<file path="config.mk">
export PLATFORM = sky130hd
export DESIGN_NAME = regfile_sb_flat
export DESIGN_NICKNAME = d
export VERILOG_FILES = /design/src/rtl/regfile_sb_if.sv /design/src/rtl/regfile_sb.sv /design/src/flat_wrapper.sv
export SDC_FILE = /design/constraint.sdc
export NUM_CORES = 2
export LEC_CHECK = 0
export BUFFER_PORTS_ARGS = -buffer_cell sky130_fd_sc_hd__buf_2
export CORE_MARGIN = 3
export CORE_UTILIZATION = 40
export DETAILED_ROUTE_END_ITERATION = 8
export MAX_ROUTING_LAYER = met4
export PLACE_DENSITY = 0.56
export SLEW_MARGIN = 20
export SYNTH_ARGS = -nofsm -noshare
export SYNTH_HDL_FRONTEND = slang
export SYNTH_SLANG_ARGS = --single-unit
</file>
<file path="constraint.sdc">
create_clock -name clk -period 4.3 [get_ports clk]
set_input_delay 0.215 -clock clk [delete_from_list [all_inputs] [get_ports clk]]
set_output_delay 0.215 -clock clk [all_outputs]
set_load 0.02 [all_outputs]
</file>
<file path="src/rtl/regfile_sb_if.sv">
// rtl/regfile_sb_if.sv - write/read/scoreboard bundle for regfile_sb
//
// Groups every regfile_sb signal except clk and rst.
//   we0/waddr0/wdata0, we1/waddr1/wdata1 : two write ports
//   re/raddr/rdata  : NRD packed read ports, port k at [k*W +: W]
//   issue_vld/issue_addr : marks a register as pending writeback
//   busy            : per-read-port pending status
//   init_done       : array cleared after reset
// master drives requests (bench / pipeline); slave is the register file.

interface regfile_sb_if #(
    parameter int DATA_W = 32,
    parameter int ADDR_W = 5,
    parameter int NRD    = 2
);
    logic                    we0;
    logic [ADDR_W-1:0]       waddr0;
    logic [DATA_W-1:0]       wdata0;
    logic                    we1;
    logic [ADDR_W-1:0]       waddr1;
    logic [DATA_W-1:0]       wdata1;
    logic [NRD-1:0]          re;
    logic [NRD*ADDR_W-1:0]   raddr;
    logic [NRD*DATA_W-1:0]   rdata;
    logic                    issue_vld;
    logic [ADDR_W-1:0]       issue_addr;
    logic [NRD-1:0]          busy;
    logic                    init_done;

    modport master (
        output we0, waddr0, wdata0, we1, waddr1, wdata1,
        output re, raddr, issue_vld, issue_addr,
        input  rdata, busy, init_done
    );

    modport slave (
        input  we0, waddr0, wdata0, we1, waddr1, wdata1,
        input  re, raddr, issue_vld, issue_addr,
        output rdata, busy, init_done
    );
endinterface

</file>
<file path="src/rtl/regfile_sb.sv">
// rtl/regfile_sb.sv - 2-write / NRD-read register file with busy scoreboard
//
// Ports:
//   clk  : single clock, all state on rising edge
//   rst  : synchronous active-high reset, restarts the clearing sweep
//   bus  : regfile_sb_if slave modport (write ports, read ports,
//          issue, busy, init_done)
// After reset the array is swept to zero one register per cycle (INIT);
// then RUN serves reads with write-to-read forwarding and a per-register
// busy bit set by issue and cleared by writeback.

module regfile_sb #(
    parameter int DATA_W = 32,
    parameter int ADDR_W = 5,
    parameter int NRD    = 2
) (
    input  logic          clk,
    input  logic          rst,
    regfile_sb_if.slave   bus
);
    localparam int DEPTH = 2 ** ADDR_W;

    typedef enum logic {
        ST_INIT,
        ST_RUN
    } state_t;

    state_t             state;
    state_t             state_next;
    logic [ADDR_W-1:0]  cnt;
    logic               init_done_q;
    logic [DATA_W-1:0]  mem [DEPTH];
    logic [DEPTH-1:0]   sb;
    logic               run;
    logic               w0;
    logic               w1;
    logic               iss;

    always_comb begin
        state_next = state;
        run        = 1'b0;
        case (state)
            ST_INIT: begin
                if (cnt == ADDR_W'(DEPTH - 1)) begin
                    state_next = ST_RUN;
                end
            end
            ST_RUN: begin
                // Outputs and updates are suppressed during the reset cycle.
                run = !rst;
            end
            default: state_next = ST_INIT;
        endcase
    end

    always_ff @(posedge clk) begin
        if (rst) begin
            state       <= ST_INIT;
            cnt         <= '0;
            init_done_q <= 1'b0;
        end else begin
            state       <= state_next;
            init_done_q <= (state_next == ST_RUN);
            if (state == ST_INIT) begin
                cnt <= cnt + 1'b1;
            end
        end
    end

    assign bus.init_done = init_done_q;

    // Address 0 is hardwired to zero, so its writes and issues are dropped.
    assign w0  = run && bus.we0 && (bus.waddr0 != '0);
    assign w1  = run && bus.we1 && (bus.waddr1 != '0);
    assign iss = run && bus.issue_vld && (bus.issue_addr != '0);

    // Port 1 is written last so it wins a same-address collision.
    always_ff @(posedge clk) begin
        if (!rst && state == ST_INIT) begin
            mem[cnt] <= '0;
        end
        if (w0) begin
            mem[bus.waddr0] <= bus.wdata0;
        end
        if (w1) begin
            mem[bus.waddr1] <= bus.wdata1;
        end
    end

    // Issue is applied after the writeback clear so a new issue wins.
    always_ff @(posedge clk) begin
        if (rst || state == ST_INIT) begin
            sb <= '0;
        end else begin
            if (w0) begin
                sb[bus.waddr0] <= 1'b0;
            end
            if (w1) begin
                sb[bus.waddr1] <= 1'b0;
            end
            if (iss) begin
                sb[bus.issue_addr] <= 1'b1;
            end
        end
    end

    for (genvar k = 0; k < NRD; k++) begin : g_rd
        logic [ADDR_W-1:0] ra;
        logic              en;
        logic              hit0;
        logic              hit1;

        assign ra   = bus.raddr[k*ADDR_W +: ADDR_W];
        assign en   = run && bus.re[k] && (ra != '0);
        assign hit0 = w0 && (bus.waddr0 == ra);
        assign hit1 = w1 && (bus.waddr1 == ra);

        assign bus.rdata[k*DATA_W +: DATA_W] = !en  ? '0 :
                                               hit1 ? bus.wdata1 :
                                               hit0 ? bus.wdata0 : mem[ra];
        // A write in flight this cycle forwards its data, so it is not busy.
        assign bus.busy[k] = en && sb[ra] && !hit0 && !hit1;
    end
endmodule

</file>
<file path="src/flat_wrapper.sv">
// flat-port wrapper written by rule: the top's interface ports become plain ports
module regfile_sb_flat 
#(
    parameter int DATA_W = 32,
    parameter int ADDR_W = 5,
    parameter int NRD    = 2
)
  (clk, rst, bus_we0, bus_waddr0, bus_wdata0, bus_we1, bus_waddr1, bus_wdata1, bus_re, bus_raddr, bus_issue_vld, bus_issue_addr, bus_rdata, bus_busy, bus_init_done);
  regfile_sb_if #(.DATA_W(DATA_W), .ADDR_W(ADDR_W), .NRD(NRD)) bus_i ();
  input  logic clk;
  input  logic rst;
  input wire logic [$bits(bus_i.we0)-1:0] bus_we0;
  input wire logic [$bits(bus_i.waddr0)-1:0] bus_waddr0;
  input wire logic [$bits(bus_i.wdata0)-1:0] bus_wdata0;
  input wire logic [$bits(bus_i.we1)-1:0] bus_we1;
  input wire logic [$bits(bus_i.waddr1)-1:0] bus_waddr1;
  input wire logic [$bits(bus_i.wdata1)-1:0] bus_wdata1;
  input wire logic [$bits(bus_i.re)-1:0] bus_re;
  input wire logic [$bits(bus_i.raddr)-1:0] bus_raddr;
  input wire logic [$bits(bus_i.issue_vld)-1:0] bus_issue_vld;
  input wire logic [$bits(bus_i.issue_addr)-1:0] bus_issue_addr;
  output wire logic [$bits(bus_i.rdata)-1:0] bus_rdata;
  output wire logic [$bits(bus_i.busy)-1:0] bus_busy;
  output wire logic [$bits(bus_i.init_done)-1:0] bus_init_done;
  assign bus_i.we0 = bus_we0;
  assign bus_i.waddr0 = bus_waddr0;
  assign bus_i.wdata0 = bus_wdata0;
  assign bus_i.we1 = bus_we1;
  assign bus_i.waddr1 = bus_waddr1;
  assign bus_i.wdata1 = bus_wdata1;
  assign bus_i.re = bus_re;
  assign bus_i.raddr = bus_raddr;
  assign bus_i.issue_vld = bus_issue_vld;
  assign bus_i.issue_addr = bus_issue_addr;
  assign bus_rdata = bus_i.rdata;
  assign bus_busy = bus_i.busy;
  assign bus_init_done = bus_i.init_done;
  regfile_sb #(.DATA_W(DATA_W), .ADDR_W(ADDR_W), .NRD(NRD)) u_core (.clk(clk), .rst(rst), .bus(bus_i));
endmodule
</file>
== Yosys cells after proc, flatten, opt, wreduce, memory -nomap -nowiden ==
Memory sizes are Yosys's and may differ from the RTL's.
Cells that the tools add are included.

* Magnitude comparators: 8
* Reduce and logical (&&, ||, !) cells: 36
* Eq/ne operators: 5
* $add $sub $neg: 1
* Bitwise operators: 6
* Multiplexer cells: 33

{| class="wikitable"
|+ Operators with widths
! cell !! number
|-
| $mux 32 || 12
|-
| $and 32x32->32 || 2
|-
| $not 32->32 || 2
|-
| $or 32x32->32 || 1
|-
| $reduce_or 32->1 || 1
|-
| $lt 5x6->1 const B || 5
|-
| $reduce_bool 5->1 || 5
|-
| $logic_and 1x1->1 || 24
|-
| $eq 5x5->1 || 4
|-
| $demux 1 s5 || 3
|-
| $ge 5x1->1 const B || 3
|-
| $mux 1 || 15
|-
| $bmux 1 s5 || 2
|-
| $add 5x1->5 const B || 1
|-
| $eq 5x5->1 const B || 1
|-
| $logic_not 1->1 || 5
|-
| $mux 5 || 1
|-
| $logic_or 1x1->1 || 1
|-
| $not 1->1 || 1
|}

* RAM bits: 1024
* Output and inout bits: 67
* Bits in registers: 38
* Memories kept: 1
* Input port bits: 96

{| class="wikitable"
|+ Memory list
! name !! words !! width !! read ports !! clocked after memory_dff !! write ports !! RTL line !! text
|-
| u_core.mem || 32 || 32 || 2 || 0 || 2 || regfile_sb.sv:32 || <nowiki>logic [DATA_W-1:0] mem [DEPTH];</nowiki>
|}

== Depth between registers and ports, before layout ==
* Depth in word-level cells: 13
* Depth in mapped cells: 9

== Least setup slack after synthesis ==
Ideal clock, no wire load.

* Path kind: reg2reg
* Start: register, netlist name u_core.bus.init_done
* End: memory u_core.mem[20][0], enable pin
* Arrival time: 3.937 ns
* Cell stages (with the launch flop): 8
* Library setup time: 0.466 ns
* Setup slack: -0.103 ns
* Cells stage by stage: dfxtp_1 nand3b_1 a21oi_2 buf_2 buf_2 mux2i_1 nand2_1 o21ai_0

{| class="wikitable"
|+ RTL lines
! item !! RTL line
|-
| end: declaration || regfile_sb.sv:32
|}

==> results.toml <==
[logic_synthesis]
seq_area_frac_synth_pct = 50.1
synthTopCellsByArea = "edfxtp_1 (49%), mux2i_1 (10%), o21ai_0 (8.2%), nand2_1 (6.8%), mux4_2 (5.4%)"
ys_ff_latch = 1062
synth.most_common_cell = "nand2_1"
yosys_warnings = 0
synth-async-reset-ratio_pct = 0
synth_fp_nets = 6118
synth_largest_area_cell = "edfxtp_1"
synth_cells = 6020
ys_types = 68
synth_top_area_share_pct = 48.8
synth_edf_count = 1024
netlist_top_cells_count = "nand2_1 (1,144), o21ai_0 (1,028), edfxtp_1 (1,024)"
synthesis.area_um2 = 63000
syn_area_per_cell_um2 = 10.5
yosys_most_used_dff = "edfxtp_1"

[grt]
grt_overflow_total = 0
grt_antenna_before_repair = 17
grt_pass1_wl_um = 360000
grt_pass1_vias = 49200
grt_max_degree = 80
grtUsageTotal_pct = 31.5

[setup_path]
critPathKind = "reg -> out"
crit_start = "u_core.bus.init_done$_SDFF_PP0_"
crit_path_max_fanout = 22
rr_startpoint = "u_core.bus.init_done$_SDFF_PP0_"
cp_cell_sequence = "buf_4 -> nor2b_1 -> o311ai_1 -> nor4_4 -> buf_4 -> nand2_1 -> o21ai_1 -> buf_4 -> buf_2"
r2r_setup_slack_ns = 1.18
arrival_ns = 3.92
end_kind = "primary output"
worst_setup_path_start_kind = "register"
cp_data_required_time_ns = 4.09
cp_common_cell = "buf_4"
cp_slowest_stage_delay_ns = 0.48
r2r_cells = 8
crit_path_end = "bus_rdata[51]"
cp_slowest_cell = "o21ai_1"
r2r-end = "u_core.mem[11][28]$_DFFE_PP_"

[cells_and_area]
fin_nets = 5990
postLayoutCoreUtil_pct = 45.3
fillers = 14200
drive_gt1_share_pct = 16.6
area_growth_pct = 11.7
stdcell_count = 8039

[hold_path]
hp-class = "in -> reg"
worstHoldStart = "bus_wdata0[25]"
holdPathStages = 4

[place]
dpl.cell_count = 7793
dp_hpwl_um = 155000
numPortBuffers = 162
gp_congestion = 0.936

[power_and_ir_drop]
vdd_drop_max_uv = 331
power_density_nw_per_um2 = 333
p_leak_nw = 23.0

[clock_tree]
htreeDepth = 3
clk_pin_slew_worst_paths_ns = 0.07
tritoncts = "done"
cts_max_path_buffers = 3
clk_latency_ns = 0.77
cts_made_buffers = 118
cts_sinks = 1062
cts-root-buf = "clkbuf_16"

[timing]
worst_slew_pin_slew_ns = 1.20
clock_skew_ns = 0.0320
setup_viol = 0
min_period_ns = 4.14
fin_crit_sh_pct = 96.3
maxSlewViolCount = 0
slew_headroom_pct = 19.7
hold_viol = 0
rsz0062_at_grt = "false"
clock.fmax_ghz = 0.242

[detailed_routing]
via_count = 52100
wl_um = 255000
drc_errors = 0
ant_nets = 0
viasPerCell = 6.48
wl_per_cell_um = 31.8
drt_iter0_markers = 7982
first_pass_iters = 9

[die]
die_area_um2 = 162000
core_um2 = 155000
rows = 144
die_h_um = 403
die-width_um = 403
start_util_pct = 40.6
io_pins = 163

[flow_run]
max-cap-violations = 0

[status]
outcome = "finished clean"
## cell families (layout without fill, tap and decap cells)
family                     Yosys count  count (layout)  synth area share [%]
AOI/OAI and AO/OA                 1625            1625                  14.6
xor gates and xnor gates            22              22                 0.306
adders and majority gates            2               2                0.0397
buffers and inverters              756             722                  5.69
DFF                               1062            1062                  50.1
muxes                              918             918                  17.9
other                                0               9                     0
and+or+nand+nor                   1635            1635                  11.4
## per-stage QoR
stage | worst slack, ns | cell area [um^2] | power [W] | hold WS, ns | setup TNS (ns)
global placement | 0.624 | 66400 | 0.0135 | 0.463 | 0
global route | 0.104 | 70300 | 0.0239 | 0.0589 | 0
finish | 0.160 | 70300 | 0.0234 | 0.0546 | 0
floorplan | -0.103 | 63000 | 0.0127 | 0.365 | -15.88
CTS | 0.185 | 70300 | 0.0234 | 0.00626 | 0
detailed placement | 0.701 | 66400 | 0.0135 | 0.490 | 0
## repair_timing
action / in CTS / in global routing
buffers inserted: 0 / 2
hold endpoints to repair: 38 / 0
endpoints found under the setup margin: 0 / 1
resized for setup: 0 / 0
hold buffers: 21 / 0
## critical path: cells and delay by family, from the launching register on
family | cells | cell delay (ns)
AO/OA/AOI/OAI | 2 | 0.84
buffers and inverters | 4 | 1.05
flip-flops | 1 | 0.36
AND/OR/NAND/NOR | 3 | 0.92
## where the power goes
| part | total (W) | switching (W) | internal [W] |
|---|---|---|---|
| sequential | 0.0113 | 0.0000319 | 0.0112 |
| combinational | 0.00213 | 0.00141 | 0.000725 |
| clock | 0.0100 | 0.00443 | 0.00559 |
| total | 0.0234 | 0.00587 | 0.0176 |
## flip-flops by register name, summed over array words and instances, names as in the netlist
| signal | flops |
|---|---|
| u_core.bus.init_done | 1 |
| u_core.cnt | 5 |
| u_core.mem | 1024 |
| u_core.sb | 32 |
## worst min path at each step
stage | end | slack [ns]
2_1_floorplan | u_core.sb[15]$_SDFF_PP0_ | 0.37
3_3_place_gp | u_core.sb[0]$_SDFF_PP0_ | 0.46
3_5_place_dp | u_core.sb[0]$_SDFF_PP0_ | 0.49
4_1_cts | u_core.mem[0][2]$_DFFE_PP_ | 0.006
5_1_grt | u_core.mem[0][4]$_DFFE_PP_ | 0.06
6_report | u_core.mem[0][25]$_DFFE_PP_ | 0.05
## cells in the final DEF, fill, tap and decap left out, types with 119 or more instances in the layout
| master | Yosys | final |
|---|---|---|
| mux4_2 | 152 | 152 |
| mux2_2 | 129 | 129 |
| buf_2 | 252 | 156 |
| mux2i_1 | 637 | 637 |
| clkbuf_16 | 0 | 119 |
| edfxtp_1 | 1024 | 1024 |
| o21ai_0 | 1028 | 1010 |
| o22ai_1 | 320 | 315 |
| nand2_1 | 1144 | 1142 |
| nor2_1 | 153 | 143 |
| buf_4 | 60 | 243 |
## area by class of cell
cell class              instances  area, um^2  area share, %
diodes                          9        22.5         0.0320
flip-flops and latches       1062       31500           44.8
repair buffers                473        3850           5.47
inverters                      35         131          0.187
clock buffers                 146        3080           4.38
clock inverters                68         596          0.847
multi-input cells            4202       28600           40.6
well taps                    2044        2560           3.64
## per-layer routing
metal	up-vias	wire (um)	share of wire (%)	global-route usage, %
met5	-	0	0	-
met4	0	11800	4.6	12.8
met3	669	31900	12	7.14
met2	3576	111000	44	46.6
met1	25600	100000	39	42.1
li1	22200	-	-	-
No activity file was read; power rests on OpenSTA's default activity.
